--- src/rtl/stream_pkg.sv ---
// Shared definitions for the stream broadcaster: buffering-mode names, slice states
// and the mode-to-buffer-depth helper.
package stream_pkg;

  localparam string BURST_YES = "yes";
  localparam string BURST_NO  = "no";

  typedef enum logic [1:0] {
    SL_EMPTY = 2'd0,
    SL_MAIN  = 2'd1,
    SL_BOTH  = 2'd2
  } sliceState_t;

  // "yes" needs a main register plus a skid register; anything else is one register.
  function automatic int bufDepth(input string mode);
    return (mode == BURST_YES) ? 2 : 1;
  endfunction

endpackage

--- src/rtl/stream_slice.sv ---
// One branch buffer of the broadcaster: main register driving the output plus an
// optional skid register, with a registered upstream ready flag.
//
// state    | meaning
// ---------+-----------------------------------------------
// SL_EMPTY | nothing buffered, output invalid
// SL_MAIN  | one word in the main register, output valid
// SL_BOTH  | main and skid full, upstream not ready (skid mode only)
module stream_slice
  import stream_pkg::*;
#(
  parameter int    WIDTH = 8,
  parameter string BURST = BURST_YES
) (
  input  logic             iCLK,
  input  logic             iRST,
  input  logic             push,
  output logic             upReady,
  input  logic [WIDTH-1:0] upData,
  output logic             dnValid,
  input  logic             dnReady,
  output logic [WIDTH-1:0] dnData
);

  localparam int DEPTH  = bufDepth(BURST);
  localparam bit SKIDEN = (DEPTH > 1);

  sliceState_t      state;
  sliceState_t      stateNext;
  logic [WIDTH-1:0] mainReg;
  logic [WIDTH-1:0] mainNext;
  logic [WIDTH-1:0] skidReg;
  logic [WIDTH-1:0] skidNext;
  logic             readyReg;
  logic             readyNext;
  logic             accept;
  logic             pop;

  assign dnValid = (state != SL_EMPTY);
  assign dnData  = mainReg;
  assign upReady = readyReg;
  assign accept  = push && readyReg;
  assign pop     = dnValid && dnReady;

  always_ff @(posedge iCLK) begin
    if (iRST) begin
      state    <= SL_EMPTY;
      mainReg  <= '0;
      skidReg  <= '0;
      readyReg <= 1'b0;
    end else begin
      state    <= stateNext;
      mainReg  <= mainNext;
      skidReg  <= skidNext;
      readyReg <= readyNext;
    end
  end

  always_comb begin
    stateNext = state;
    mainNext  = mainReg;
    skidNext  = skidReg;
    unique case (state)
      SL_EMPTY: begin
        if (accept) begin
          stateNext = SL_MAIN;
          mainNext  = upData;
        end
      end
      SL_MAIN: begin
        // Push and pop on the same edge replaces main directly, so no bubble.
        if (accept && pop) begin
          mainNext = upData;
        end else if (accept && SKIDEN) begin
          stateNext = SL_BOTH;
          skidNext  = upData;
        end else if (pop) begin
          stateNext = SL_EMPTY;
        end
      end
      SL_BOTH: begin
        if (pop) begin
          stateNext = SL_MAIN;
          mainNext  = skidReg;
        end
      end
      default: begin
        stateNext = SL_EMPTY;
      end
    endcase
    // Ready is decided from the next state so it is a plain flop, never a path from dnReady.
    readyNext = SKIDEN ? (stateNext != SL_BOTH) : (stateNext == SL_EMPTY);
  end

endmodule

--- src/rtl/stream_broadcaster.sv ---
// Splits one valid/ready stream into two independently buffered branches.
// Define STREAM_BROADCASTER_PROTOCOL_CHECK_EN to compile in simulation-only input checks.
module stream_broadcaster
  import stream_pkg::*;
#(
  parameter int    WIDTH0 = 8,
  parameter int    WIDTH1 = 8,
  parameter string BURST  = BURST_YES
) (
  input  logic                     iCLK,
  input  logic                     iRST,
  input  logic                     iValid_AM,
  output logic                     oReady_AM,
  input  logic [WIDTH0+WIDTH1-1:0] iData_AM,
  output logic                     oValid_BM0,
  input  logic                     iReady_BM0,
  output logic [WIDTH0-1:0]        oData_BM0,
  output logic                     oValid_BM1,
  input  logic                     iReady_BM1,
  output logic [WIDTH1-1:0]        oData_BM1
);

  logic ready0;
  logic ready1;
  logic accept;

  // Both branches must have room, so a word is never split across two edges.
  assign oReady_AM = ready0 && ready1;
  assign accept    = iValid_AM && oReady_AM;

  stream_slice #(
    .WIDTH(WIDTH0),
    .BURST(BURST)
  ) slice0 (
    .iCLK    (iCLK),
    .iRST    (iRST),
    .push    (accept),
    .upReady (ready0),
    .upData  (iData_AM[WIDTH0-1:0]),
    .dnValid (oValid_BM0),
    .dnReady (iReady_BM0),
    .dnData  (oData_BM0)
  );

  stream_slice #(
    .WIDTH(WIDTH1),
    .BURST(BURST)
  ) slice1 (
    .iCLK    (iCLK),
    .iRST    (iRST),
    .push    (accept),
    .upReady (ready1),
    .upData  (iData_AM[WIDTH0+WIDTH1-1:WIDTH0]),
    .dnValid (oValid_BM1),
    .dnReady (iReady_BM1),
    .dnData  (oData_BM1)
  );

`ifdef STREAM_BROADCASTER_PROTOCOL_CHECK_EN
  logic                     chkPending;
  logic [WIDTH0+WIDTH1-1:0] chkData;

  always_ff @(posedge iCLK) begin
    if (iRST) begin
      chkPending <= 1'b0;
      chkData    <= '0;
    end else begin
      if (chkPending && !iValid_AM)
        $error("stream_broadcaster: iValid_AM dropped before the word was accepted");
      if (chkPending && iValid_AM && (iData_AM != chkData))
        $error("stream_broadcaster: iData_AM changed while stalled");
      if (accept && !(ready0 && ready1))
        $error("stream_broadcaster: push into a full branch");
      chkPending <= iValid_AM && !oReady_AM;
      chkData    <= iData_AM;
    end
  end
`endif

endmodule

--- config.mk ---
export PLATFORM = sky130hd
export DESIGN_NAME = stream_broadcaster
export DESIGN_NICKNAME = d
export VERILOG_FILES = /design/src/rtl/stream_pkg.sv /design/src/rtl/stream_slice.sv /design/src/rtl/stream_broadcaster.sv
export SDC_FILE = /design/constraint.sdc
export NUM_CORES = 1
export LEC_CHECK = 0
export BUFFER_PORTS_ARGS = -buffer_cell sky130_fd_sc_hd__buf_2
export CAP_MARGIN = 30
export CORE_ASPECT_RATIO = 0.7
export CORE_MARGIN = 1
export CORE_UTILIZATION = 38
export CTS_CLUSTER_SIZE = 14
export DETAILED_ROUTE_END_ITERATION = 6
export PLACE_DENSITY = 0.65
export SYNTH_ARGS = -nofsm -noshare
export SYNTH_HDL_FRONTEND = slang
export SYNTH_SLANG_ARGS = --single-unit
export TNS_END_PERCENT = 20
--- constraint.sdc ---
create_clock -name iCLK -period 1.5 [get_ports iCLK]
set_input_delay 0.075 -clock iCLK [delete_from_list [all_inputs] [get_ports iCLK]]
set_output_delay 0.075 -clock iCLK [all_outputs]
set_load 0.1 [all_outputs]
==> results of run 1 <==
==> Yosys cell counts (2+ instances only) <==
master     n  area (µm²)
or3b_1     2        17.5
o21ai_0   17        85.1
a211oi_2  16         200
or2b_1     2        15.0
clkbuf_1   7        26.3
a211oi_1  16         120
nor3b_2    2        25.0
buf_2      7        35.0
nor3b_1    2        15.0
mux2i_1   16         160
and3b_2    2        20.0
nand3_1   17        85.1
a21oi_1   16        80.1
inv_1      2        7.51
nand2b_1   2        12.5
nor2_1     4        15.0
nor2b_1    2        12.5
buf_6      2        22.5
and4b_1    2        20.0
dfxtp_1   38         761
a21o_4     2        30.0
nor4b_1    2        17.5
or2_2      2        12.5
==> layout make-up <==
| cell class | instances | share of cell area (%) |
|---|---|---|
| inverter | 2 | 0.344 |
| sequential | 38 | 34.8 |
| clock buffer | 7 | 3.95 |
| tap | 55 | 3.15 |
| multi-input combinational | 129 | 45.1 |
| timing repair buffer | 49 | 12.4 |
| clock inverter | 1 | 0.229 |
==> state kept, by name, summed over array words and instances (netlist names) <==
signal	cells
slice0.upReady	1
slice1.upReady	1
slice0.skidReg	8
slice1.dnData	8
slice1.state	2
slice0.dnData	8
slice1.skidReg	8
slice0.state	2
==> how the worst min path moves through the flow <==
stage | cells past startpoint | slack (ns) | from | endpoint
finish | 3 | 0.04 | iData_AM[10] | slice1.skidReg[2]
global placement | 3 | 0.34 | iData_AM[10] | slice1.skidReg[2]
floorplan | 2 | 0.22 | iData_AM[0] | slice0.skidReg[0]
global route | 3 | 0.03 | iData_AM[10] | slice1.skidReg[2]
CTS | 3 | 0.04 | iData_AM[10] | slice1.skidReg[2]
detailed placement | 3 | 0.35 | iData_AM[10] | slice1.skidReg[2]
==> where the power goes <==
part / internal (mW) / switching [mW] / leakage (nW) / total, mW
Clock: 0.371 / 0.356 / 0.0482 / 0.727
Combinational: 0.109 / 0.331 / 0.579 / 0.441
Sequential: 1.04 / 0.0200 / 0.309 / 1.06
Total: 1.52 / 0.707 / 0.936 / 2.23
==> per-stage QoR <==
step	setup WS [ns]	utilization, %	hold WS (ns)	instances
after global placement	0.110	46.6	0.342	273
after CTS	0.0876	48.7	0.0356	281
after detailed placement	0.110	46.6	0.348	273
final	0.0865	48.7	0.0395	281
after global routing	0.0141	48.7	0.0344	281
after floorplan	0.157	-	0.223	186
==> worst min-delay path, stage by stage <==
cell	delay (ns)
buf_2	0.10
nand3_1	0.06
a21oi_1	0.05
==> routing by layer <==
metal,vias to the layer above,global-route usage (%)
met5,-,0
met4,0,6.54
met3,5,4.42
met2,42,24.0
met1,735,26.4
li1,779,-
==> kinds of logic (layout without fill, tap and decap cells) <==
group	after synthesis	in the layout	synth area share (%)
AOI/OAI and AO/OA	70	70	29.5
and+or+nand+nor	43	43	15.2
DFF	38	38	41.4
muxes	16	16	8.71
buffers and inverters	19	59	5.17
==> placed cells by master (no fill, tap or decap), types with 2 or more instances in the layout <==
cell type / synthesis / layout
buf_2: 7 / 39
dfxtp_1: 38 / 38
nand3_1: 17 / 17
o21ai_0: 17 / 17
mux2i_1: 16 / 16
a211oi_1: 16 / 16
a211oi_2: 16 / 16
a21oi_1: 16 / 16
buf_4: 0 / 10
clkbuf_8: 0 / 6
nor2_1: 4 / 4
or2_2: 2 / 2
nand2b_1: 2 / 2
and4b_1: 2 / 2
and3b_2: 2 / 2
a21o_4: 2 / 2
or2b_1: 2 / 2
nor3b_1: 2 / 2
inv_1: 2 / 2
nor4b_1: 2 / 2
nor3b_2: 2 / 2
nor2b_1: 2 / 2
==> repair_timing <==
action	CTS	global route
hold endpoints to repair	0	0
resized for setup	0	1
hold buffers	0	0
endpoints found under the setup margin	0	1
==> metrics.md, run 1 <==
| Metric | Value |
|---|---|
| YS warnings | `0` |
| RSZ-0062 raised after global routing | `no` |
| CP delay by family, top | `flip-flops` |
| Area growth, synth to finish | `18.8%` |
| Post-DP HPWL | `3050 µm` |
| Root Driver | `clkbuf_8` |
| Seq/Total Area, Yosys | `roughly two fifths` |
| Critical path depth | `3` |
| Clock Tree Buf Depth | `2` |
| Max-Cap Viols | `0` |
| Worst-path cell chain | `or2b_1 > mux2i_1 > a211oi_2` |
| Post-synth EDFFs | `0` |
| Crit path to | `slice0.dnData[4]` |
| Max-slew headroom | `between 60% and 70%` |
| Starting DRT DRC Count | `80` |
| # rows | `20` |
| WL final | `4330 µm` |
| Setup tns final | `0 ns` |
| Crit path kind | `reg -> reg` |
| Sink Count | `38` |
| Period utilisation layout | `94.2%` |
| FF+latch area | `between 700 and 800 µm²` |
| Critical path launch point | `slice0.state[1]` |
| Pre-Repair DR Iteration Count | `4` |
| Fin nets | `between 200 and 250` |
| Routed vias/inst | `5.56` |
| Avg WL per Cell | `15.4 µm` |
| Post-synth ARST share | `0%` |
| First-pass GRT wire length | `a little under 7000 µm` |
| Post-route cell area | `0.00218 mm²` |
| Worst Tran Pin Value | `about 0.58 ns` |
| R2r endpoint | `slice0.dnData[4]` |
| Ports | `40` |
| Worst path slowest cell | `dfxtp_1` |
| Placer Congestion | `~0.72` |
| Mapped Cells | `between 150 and 200` |
| TritonCTS clock tree | `yes` |
| Initial antenna violation count | `0` |
| Syn_nets | `between 200 and 250` |
| Vias in the first global route | `about 1400` |
| Largest net degree at the start of global routing | `29` |
| Worst R2R Setup Slack | `between 0.08 and 0.09 ns` |
| Post-Place Cell Area | `0.00209 mm²` |
| Count of final hold-check violations | `0` |
| Synth cell types | `29` |
| Area of the die | `approximately 0.0051 mm²` |
| Die W | `85.1 µm` |
| R2R depth | `3` |
| Ys flop type | `dfxtp_1` |
| #FFs+latches synth | `38` |
| CORE AREA | `between 0.004 and 0.005 mm²` |
| Via count | `1561` |
| Ratio of cells with drive above 1 in the final layout | `36.3%` |
| Worst Path Buf+Inv | `0` |
| Number of diodes | `0` |
| Critical path arrival | `~1.6 ns` |
| Leakage | `around 0.94 nW` |
| # fillers | `between 400 and 500` |
| Remaining DRCs | `0` |
| Final clock skew | `between 0.007 and 0.008 ns` |
| Outcome | `finished, final reports clean` |
| Met3 Wirelength | `249 µm` |
| Peak supply drop | `about 500 µV` |
| Clock slew at reported path FFs | `about 0.080 ns` |
| Antenna viol nets, final | `0` |
| Final Critical Period | `1.41 ns` |
| CP peak stage delay | `0.45 ns` |
| Req. time, crit path | `about 1.7 ns` |
| Pwr dens | `between 1000 and 1500 mW/mm²` |
| Setup violations, final | `0` |
| Mapped cell area | `0.00184 mm²` |
| Hold Crit Class | `in -> reg` |
| Starting Density | `between 40% and 50%` |
| Slew Limit Fails | `0` |
| Die height | `approximately 60 µm` |
| Post-CTS setup buffers | `0` |
| GRT Total Usage | `17.6%` |
| Crit. End Element | `flop` |
| Worst-Skew Late Latency | `~0.29 ns` |
| H-Tree Depth | `2` |
| Met2 WL post-DR | `~1700 µm` |
| FMAX | `0.707 GHz` |
| Port Buffer Count | `39` |
| Metal-1 WL | `~2300 µm` |
| GRT Residual Overflow | `0` |
| Peak fanout along the critical path | `9` |
| Total power | `about 2.2 mW` |
| Area of the multi-input gates | `985 µm²` |
| Syn avg cell area | `between 9 and 10 µm²` |
| Top sig layer | `met4` |
| FF-to-FF Start | `slice0.state[1]` |
| Worst setup SP type | `flop` |
| Num CTS Buffers | `5` |
Power figures use the tool's default switching activity.
==> run 2: changes to the inputs <==
--- a/config.mk
+++ b/config.mk
@@ -5,7 +5,7 @@
 export SDC_FILE = /design/constraint.sdc
 export NUM_CORES = 1
 export LEC_CHECK = 0
-export BUFFER_PORTS_ARGS = -buffer_cell sky130_fd_sc_hd__buf_2
+export BUFFER_PORTS_ARGS = -buffer_cell sky130_fd_sc_hd__buf_4
 export CAP_MARGIN = 30
 export CORE_ASPECT_RATIO = 0.7
 export CORE_MARGIN = 1
==> run 2 against run 1 <==
Compared with the run above:
- utilization is 1.7 points higher
- worst hold slack improved by 0.021 ns
- total power down 2.3%
- register-to-register slack hardly changed
- highest routed layer unchanged
- final cell count down 1.1%
- sequential share of layout area down 1.2 points
- final area is 3.6% higher
- global-route usage increased by 0.47 points
==> metrics.md, run 2 (synthesis gave the netlist of run 1 again) <==
| Metric | Value |
|---|---|
| Outcome | `finished, final reports clean (unchanged)` |
| P_sw | `677 µW (was 707 µW)` |
| Worst-path cell chain | `and4b_1 > a211oi_1 > a211oi_2 (was or2b_1 > mux2i_1 > a211oi_2)` |
| Crit. End Element | `flop (unchanged)` |
| RSZ-0062 raised after global routing | `no (unchanged)` |
| Starting DRT DRC Count | `59 (was 80)` |
| Clock Tree Buf Depth | `2 (unchanged)` |
| Worst Path Buf+Inv | `0 (unchanged)` |
| Critical path arrival | `1.56 ns (was 1.62 ns)` |
| Max-slew headroom | `65.7% (was 61.6%)` |
| CP peak stage delay | `0.45 ns (about the same)` |
| FMAX | `0.710 GHz (was 0.707 GHz)` |
| Post-DP HPWL | `3080 µm (was 3050 µm)` |
| TritonCTS clock tree | `yes (unchanged)` |
| Clk network pwr share | `29.5% (was 32.6%)` |
| CTS resizes | `0 (unchanged)` |
| Leakage | `0.936 nW (about the same)` |
| Root Driver | `clkbuf_8 (unchanged)` |
| Flop pwr share | `48.8% (was 47.6%)` |
| Comb power frac | `21.7% (was 19.8%)` |
| GRT Total Usage | `18.1% (was 17.6%)` |
| Die height | `60.2 µm (unchanged)` |
| Pwr dens | `962 mW/mm² (was 1020 mW/mm²)` |
| Commonest non-fill, non-tap cell in the layout | `buf_4 (was buf_2)` |
| CP delay by family, top | `compound AO/OA/AOI/OAI gates (was flip-flops)` |
| Req. time, crit path | `1.65 ns (was 1.71 ns)` |
| Peak fanout along the critical path | `9 (unchanged)` |
| WL final | `4410 µm (was 4330 µm)` |
| Count of final hold-check violations | `0 (unchanged)` |
| Most frequent cells in the layout | `buf_4 (46), dfxtp_1 (38), nand3_1 (17), o21ai_0 (17) (was buf_2 (39), dfxtp_1 (38), nand3_1 (17), o21ai_0 (17))` |
| Ports | `40 (unchanged)` |
| Placer Congestion | `0.771 (was 0.717)` |
| Pre-Repair DR Iteration Count | `4 (unchanged)` |
| # hold bufs at CTS | `0 (unchanged)` |
| Initial antenna violation count | `0 (unchanged)` |
| Die W | `85.1 µm (unchanged)` |
| Int Pwr | `1.50 mW (was 1.52 mW)` |
| Final Critical Period | `1.41 ns (about the same)` |
| Place WS | `0.119 ns (was 0.110 ns)` |
| Post-CTS setup buffers | `0 (unchanged)` |
| Switching Share | `31.1% (was 31.8%)` |
| First-pass GRT wire length | `6940 µm (was 6770 µm)` |
| Sink Count | `38 (unchanged)` |
| Placed insts | `271 (was 273)` |
| Worst path slowest cell | `dfxtp_1 (unchanged)` |
| Worst setup SP type | `flop (unchanged)` |
| Hold Crit Class | `in -> reg (unchanged)` |
| Remaining DRCs | `0 (unchanged)` |
| Vias in the first global route | `1379 (was 1405)` |
| # rows | `20 (unchanged)` |
| Slew Limit Fails | `0 (unchanged)` |
| Period utilisation layout | `93.9% (was 94.2%)` |
| Avg WL per Cell | `15.9 µm (was 15.4 µm)` |
| Setup tns final | `0 ns (unchanged)` |
| Crit path kind | `reg -> reg (unchanged)` |
| Setup violations, final | `0 (unchanged)` |
| GRT Residual Overflow | `0 (unchanged)` |
| Finished Layout Cells | `278 (was 281)` |
| Fin nets | `244 (was 246)` |
| Routed vias/inst | `5.67 (was 5.56)` |
| Met2 WL post-DR | `1860 µm (was 1730 µm)` |
| Max-Cap Viols | `0 (unchanged)` |
| CORE AREA | `0.00448 mm² (unchanged)` |
| Largest net degree at the start of global routing | `39 (was 29)` |
| Met3 Wirelength | `226 µm (was 249 µm)` |
| Peak supply drop | `456 µV (was 492 µV)` |
| Area growth, synth to finish | `23.0% (was 18.8%)` |
| Worst-Skew Late Latency | `0.28 ns (was 0.29 ns)` |
| Via count | `1577 (was 1561)` |
| Top sig layer | `met4 (unchanged)` |
| Metal-1 WL | `2290 µm (was 2310 µm)` |
| Port Buffer Count | `39 (unchanged)` |
| Final clock skew | `0.00642 ns (was 0.00776 ns)` |
| Ratio of cells with drive above 1 in the final layout | `34.5% (was 36.3%)` |
| H-Tree Depth | `2 (unchanged)` |
| Clock slew at reported path FFs | `0.07 ns (was 0.08 ns)` |
| Num CTS Buffers | `5 (unchanged)` |
| Antenna viol nets, final | `0 (unchanged)` |
| Starting Density | `41.0% (unchanged)` |
| Area of the die | `0.00512 mm² (unchanged)` |
| Number of diodes | `0 (unchanged)` |
| Worst Tran Pin Value | `0.515 ns (was 0.576 ns)` |
| Slack of the critical path | `0.0910 ns (was 0.0865 ns)` |
## run 2: cell count changes in the layout (fill, tap and decap cells not counted), sizes merged
cell    previous run  this run
buf               49        47
clkinv             1         0
## run 2: power groups by stage
stage / Clock [mW] / Combinational, mW / Sequential, mW
finish: 0.642 / 0.471 / 1.06
floorplan: 0 / 0.170 / 1.25
global route: 0.710 / 0.494 / 1.06
detailed placement: 0 / 0.471 / 1.08
CTS: 0.674 / 0.472 / 1.06
global placement: 0 / 0.469 / 1.08
## run 2: path summary, 6_finish.rpt
kind,to,slack (ns),startpoint,cells past startpoint
hold / removal,slice1.skidReg[2],0.06,iData_AM[10],3
setup reg to reg,slice0.dnData[4],0.09,slice0.state[1],3
setup / recovery,slice0.dnData[4],0.09,slice0.state[1],3
hold reg to reg,slice0.skidReg[1],0.48,slice0.skidReg[1],2
## run 2: area by class of cell
type	instances	area (µm²)
Timing Repair Buffer	47	365
Sequential cell	38	761
Tap cell	55	68.8
Multi-Input combinational cell	129	982
Fill cell	443	2220
Inverter	2	7.51
Clock buffer	7	76.3
## run 2: layer usage
metal	vias up	global-route usage [%]
met5	-	0
met4	0	5.08
met3	8	4.42
met2	39	25.8
met1	757	26.8
li1	773	-
## run 2: metrics by stage
stage	instance area (µm²)	hold slack, ns	power, mW	util, %
final	2260	0.0604	2.18	50.5
after global routing	2260	0.0494	2.27	50.5
after CTS	2260	0.0545	2.21	50.5
after detailed placement	2180	0.359	1.56	48.8
after global placement	2180	0.351	1.55	48.8
after floorplan	1840	0.223	1.42	-
## run 2: worst min-delay path: cells and delay by family
kind | cells | cell delay, ns
AND/OR/NAND/NOR | 1 | 0.06
buffers and inverters | 1 | 0.11
AO/OA/AOI/OAI | 1 | 0.05
==> run 3: changes to the inputs <==
--- a/config.mk
+++ b/config.mk
@@ -5,10 +5,11 @@
 export SDC_FILE = /design/constraint.sdc
 export NUM_CORES = 1
 export LEC_CHECK = 0
+export ABC_AREA = 1
 export BUFFER_PORTS_ARGS = -buffer_cell sky130_fd_sc_hd__buf_4
 export CAP_MARGIN = 30
 export CORE_ASPECT_RATIO = 0.7
-export CORE_MARGIN = 1
+export CORE_MARGIN = 2
 export CORE_UTILIZATION = 38
 export CTS_CLUSTER_SIZE = 14
 export DETAILED_ROUTE_END_ITERATION = 6
==> run 3 against run 2 <==
Compared with the run above:
- first-iteration DRC count up 86%
- combinational power down 3%
- final cell count up 31%
- synthesized cell count up 44%
- sequential power about the same
- worst hold slack worse by 0.034 ns
- flip-flop and latch count unchanged
==> metrics.md, run 3 <==
| Metric | Value |
|---|---|
| Post-DP HPWL | `2840 µm (was 3080 µm)` |
| GRT Residual Overflow | `0 (unchanged)` |
| Vias in the first global route | `1492 (was 1379)` |
| Root Driver | `clkbuf_8 (unchanged)` |
| Area growth, synth to finish | `26.5% (was 23.0%)` |
| Final clock skew | `0.00641 ns (was 0.00642 ns)` |
| P_sw | `714 µW (was 677 µW)` |
| Placed insts | `355 (was 271)` |
| Starting Density | `40.3% (was 41.0%)` |
| Cell taking the most area after synthesis | `dfxtp_1 (unchanged)` |
| Hold Path Sink | `slice0.skidReg[3] (was slice1.skidReg[2])` |
| Post-synth EDFFs | `0 (unchanged)` |
| Ports | `40 (unchanged)` |
| # rows | `20 (unchanged)` |
| CP delay by family, top | `buffers and inverters (was compound AO/OA/AOI/OAI gates)` |
| Worst hold slack | `0.0264 ns (was 0.0604 ns)` |
| Num CTS Buffers | `5 (unchanged)` |
| Area of the multi-input gates | `837 µm² (was 982 µm²)` |
| Worst setup SP type | `input port (was flop)` |
| RSZ-0062 raised after global routing | `no (unchanged)` |
| Req. time, crit path | `1.69 ns (was 1.65 ns)` |
| Worst R2R Setup Slack | `0.21 ns (was 0.09 ns)` |
| R2r endpoint | `slice0.dnData[4] (unchanged)` |
| #FFs+latches synth | `38 (unchanged)` |
| Die height | `61.3 µm (was 60.2 µm)` |
| Mapped cell area | `0.00178 mm² (was 0.00184 mm²)` |
| CP peak stage delay | `0.52 ns (was 0.45 ns)` |
| Max-slew headroom | `65.8% (was 65.7%)` |
| Post-synth ARST share | `0% (unchanged)` |
| Number of diodes | `0 (unchanged)` |
| Ys flop type | `dfxtp_1 (unchanged)` |
| Avg WL per Cell | `10.7 µm (was 15.9 µm)` |
| H-Tree Depth | `2 (unchanged)` |
| Worst Tran Pin Value | `0.510 ns (was 0.515 ns)` |
| First-pass GRT wire length | `6670 µm (was 6940 µm)` |
| TritonCTS clock tree | `yes (unchanged)` |
| Period utilisation layout | `95.7% (was 93.9%)` |
| Routed vias/inst | `4.45 (was 5.67)` |
| Starting DRT DRC Count | `110 (was 59)` |
| Count leader, synth | `nand2_1 (was dfxtp_1)` |
| Pwr dens | `1150 mW/mm² (was 962 mW/mm²)` |
| Clk network pwr share | `41.5% (was 29.5%)` |
| Area of the die | `0.00526 mm² (was 0.00512 mm²)` |
| CORE AREA | `0.00443 mm² (was 0.00448 mm²)` |
| Post-Place Cell Area | `0.00210 mm² (was 0.00218 mm²)` |
| Top post-synthesis cells by area | `dfxtp_1 (43%), nand2_1 (15%), nor2_1 (14%) (was dfxtp_1 (41%), a211oi_2 (11%), mux2i_1 (8.7%))` |
| FF+latch area | `761 µm² (unchanged)` |
| Int Pwr | `1.87 mW (was 1.50 mW)` |
| Critical path arrival | `1.62 ns (was 1.56 ns)` |
| Synth cell types | `19 (was 29)` |
| Placer Congestion | `0.781 (was 0.771)` |
| HP Start | `iData_AM[3] (was iData_AM[10])` |
| Switching Share | `27.6% (was 31.1%)` |
| Crit path kind | `in -> reg (was reg -> reg)` |
| FF-to-FF Start | `slice0.state[0] (was slice0.state[1])` |
| FMAX | `0.697 GHz (was 0.710 GHz)` |
| Final Critical Period | `1.43 ns (was 1.41 ns)` |
| Fin nets | `329 (was 244)` |
| Slew Limit Fails | `0 (unchanged)` |
| Worst-Skew Late Latency | `0.29 ns (was 0.28 ns)` |
| Pre-Repair DR Iteration Count | `6 (was 4)` |
| Syn avg cell area | `6.65 µm² (was 9.88 µm²)` |
| Yosys top cell area share | `42.7% (was 41.4%)` |
| Outcome | `finished, final reports clean (unchanged)` |
| Setup violations, final | `0 (unchanged)` |
| Post-route cell area | `0.00226 mm² (about the same)` |
| Comb power frac | `17.6% (was 21.7%)` |
| Initial antenna violation count | `0 (unchanged)` |
| Remaining DRCs | `0 (unchanged)` |
| Finished Layout Cells | `364 (was 278)` |
| # fillers | `459 (was 443)` |
| Worst Path Buf+Inv | `4 (was 0)` |
| R2R depth | `6 (was 3)` |
| Peak fanout along the critical path | `17 (was 9)` |
| YS warnings | `0 (unchanged)` |
| Sink Count | `38 (unchanged)` |
| Synth top cells by count | `nand2_1 (73), nor2_1 (66), dfxtp_1 (38), inv_1 (22), nand3_1 (18) (was dfxtp_1 (38), nand3_1 (17), o21ai_0 (17))` |
| Hold path depth | `3 (unchanged)` |
| Die W | `85.9 µm (was 85.1 µm)` |
| Clock slew at reported path FFs | `0.08 ns (was 0.07 ns)` |
| Count of final hold-check violations | `0 (unchanged)` |
| GRT Total Usage | `16.6% (was 18.1%)` |
| Port Buffer Count | `39 (unchanged)` |
| Antenna viol nets, final | `0 (unchanged)` |
| Syn_nets | `289 (was 207)` |
| Final Core Density | `50.9% (was 50.5%)` |
| Flop pwr share | `40.9% (was 48.8%)` |
| Hold Crit Class | `in -> reg (unchanged)` |
| Place WS | `0.248 ns (was 0.119 ns)` |
| Worst-path cell chain | `dlygate4sd3_1 > buf_4 > clkinv_1 > buf_12 > o21ai_1 > nor2_1 (was and4b_1 > a211oi_1 > a211oi_2)` |
| Total power | `2.59 mW (was 2.18 mW)` |
| Crit. End Element | `flop (unchanged)` |
| Leakage | `1.14 nW (was 0.936 nW)` |
| Peak supply drop | `596 µV (was 456 µV)` |
| WL final | `3900 µm (was 4410 µm)` |
| Largest net degree at the start of global routing | `18 (was 39)` |
| Most frequent cells in the layout | `nand2_1 (73), nor2_1 (66), buf_4 (42), dfxtp_1 (38), inv_1 (22) (was buf_4 (46), dfxtp_1 (38), nand3_1 (17), o21ai_0 (17))` |
| Worst path slowest cell | `dlygate4sd3_1 (was dfxtp_1)` |
| Setup tns final | `0 ns (unchanged)` |
| Seq/Total Area, Yosys | `42.7% (was 41.4%)` |
| Max-Cap Viols | `0 (unchanged)` |
| Clock Tree Buf Depth | `2 (unchanged)` |
| Ratio of cells with drive above 1 in the final layout | `22.7% (was 34.5%)` |
| Via count | `1620 (was 1577)` |
| Slack of the critical path | `0.0652 ns (was 0.0910 ns)` |
| Commonest non-fill, non-tap cell in the layout | `nand2_1 (was buf_4)` |
| Mapped Cells | `268 (was 186)` |
| Post-CTS setup buffers | `0 (unchanged)` |
[run 3: cells by family after synthesis]
kind of cell,share of synthesized area (%)
flip-flops,42.7
buffers and inverters,10.4
AND/OR/NAND/NOR,40.4
AO/OA/AOI/OAI,6.60
[run 3: how the worst max path moves through the flow]
stage | from | endpoint | slack [ns] | cells past startpoint
after floorplan | slice0.state[0] | oValid_BM0 | 0.19 | 3
after global placement | slice0.state[0] | slice0.dnData[4] | 0.23 | 6
after detailed placement | slice0.state[0] | slice0.dnData[4] | 0.25 | 6
after CTS | iRST | slice0.skidReg[7] | 0.1 | 6
after global routing | iRST | slice0.skidReg[7] | 0.02 | 6
final | iRST | slice0.skidReg[7] | 0.07 | 6
[run 3: area by class of cell]
type | count | share of cell area (%)
Clock buffer | 6 | 3.66
Timing Repair Buffer | 44 | 15.3
Tap cell | 55 | 3.05
Inverter | 27 | 4.49
Multi-Input combinational cell | 192 | 37.1
Clock inverter | 2 | 2.66
Sequential cell | 38 | 33.7
[run 3: worst reg2reg max path: stages (launching register included)]
cell,delay (ns)
dfxtp_1,0.34
inv_1,0.29
nand2_2,0.20
nand2_1,0.10
nand2_1,0.10
nor2_1,0.12
nor2_1,0.05
[run 3: metal layers]
metal / GRT usage (%) / share of wire (%)
met5: 0 / 0
met4: 8.16 / 1.4
met3: 4.42 / 5.1
met2: 23.7 / 39
met1: 23.5 / 55
[run 3: power groups by stage]
stage / logic, mW / registers, mW / clock network (mW)
final: 0.455 / 1.06 / 1.07
after global routing: 0.490 / 1.06 / 1.15
after CTS: 0.458 / 1.06 / 1.10
after detailed placement: 0.454 / 1.08 / 0
after global placement: 0.454 / 1.08 / 0
after floorplan: 0.158 / 1.26 / 0
[run 3: what timing repair did]
item	CTS	global route
endpoints found under the hold margin	6	0
resized for setup	0	0
hold buffers	1	0
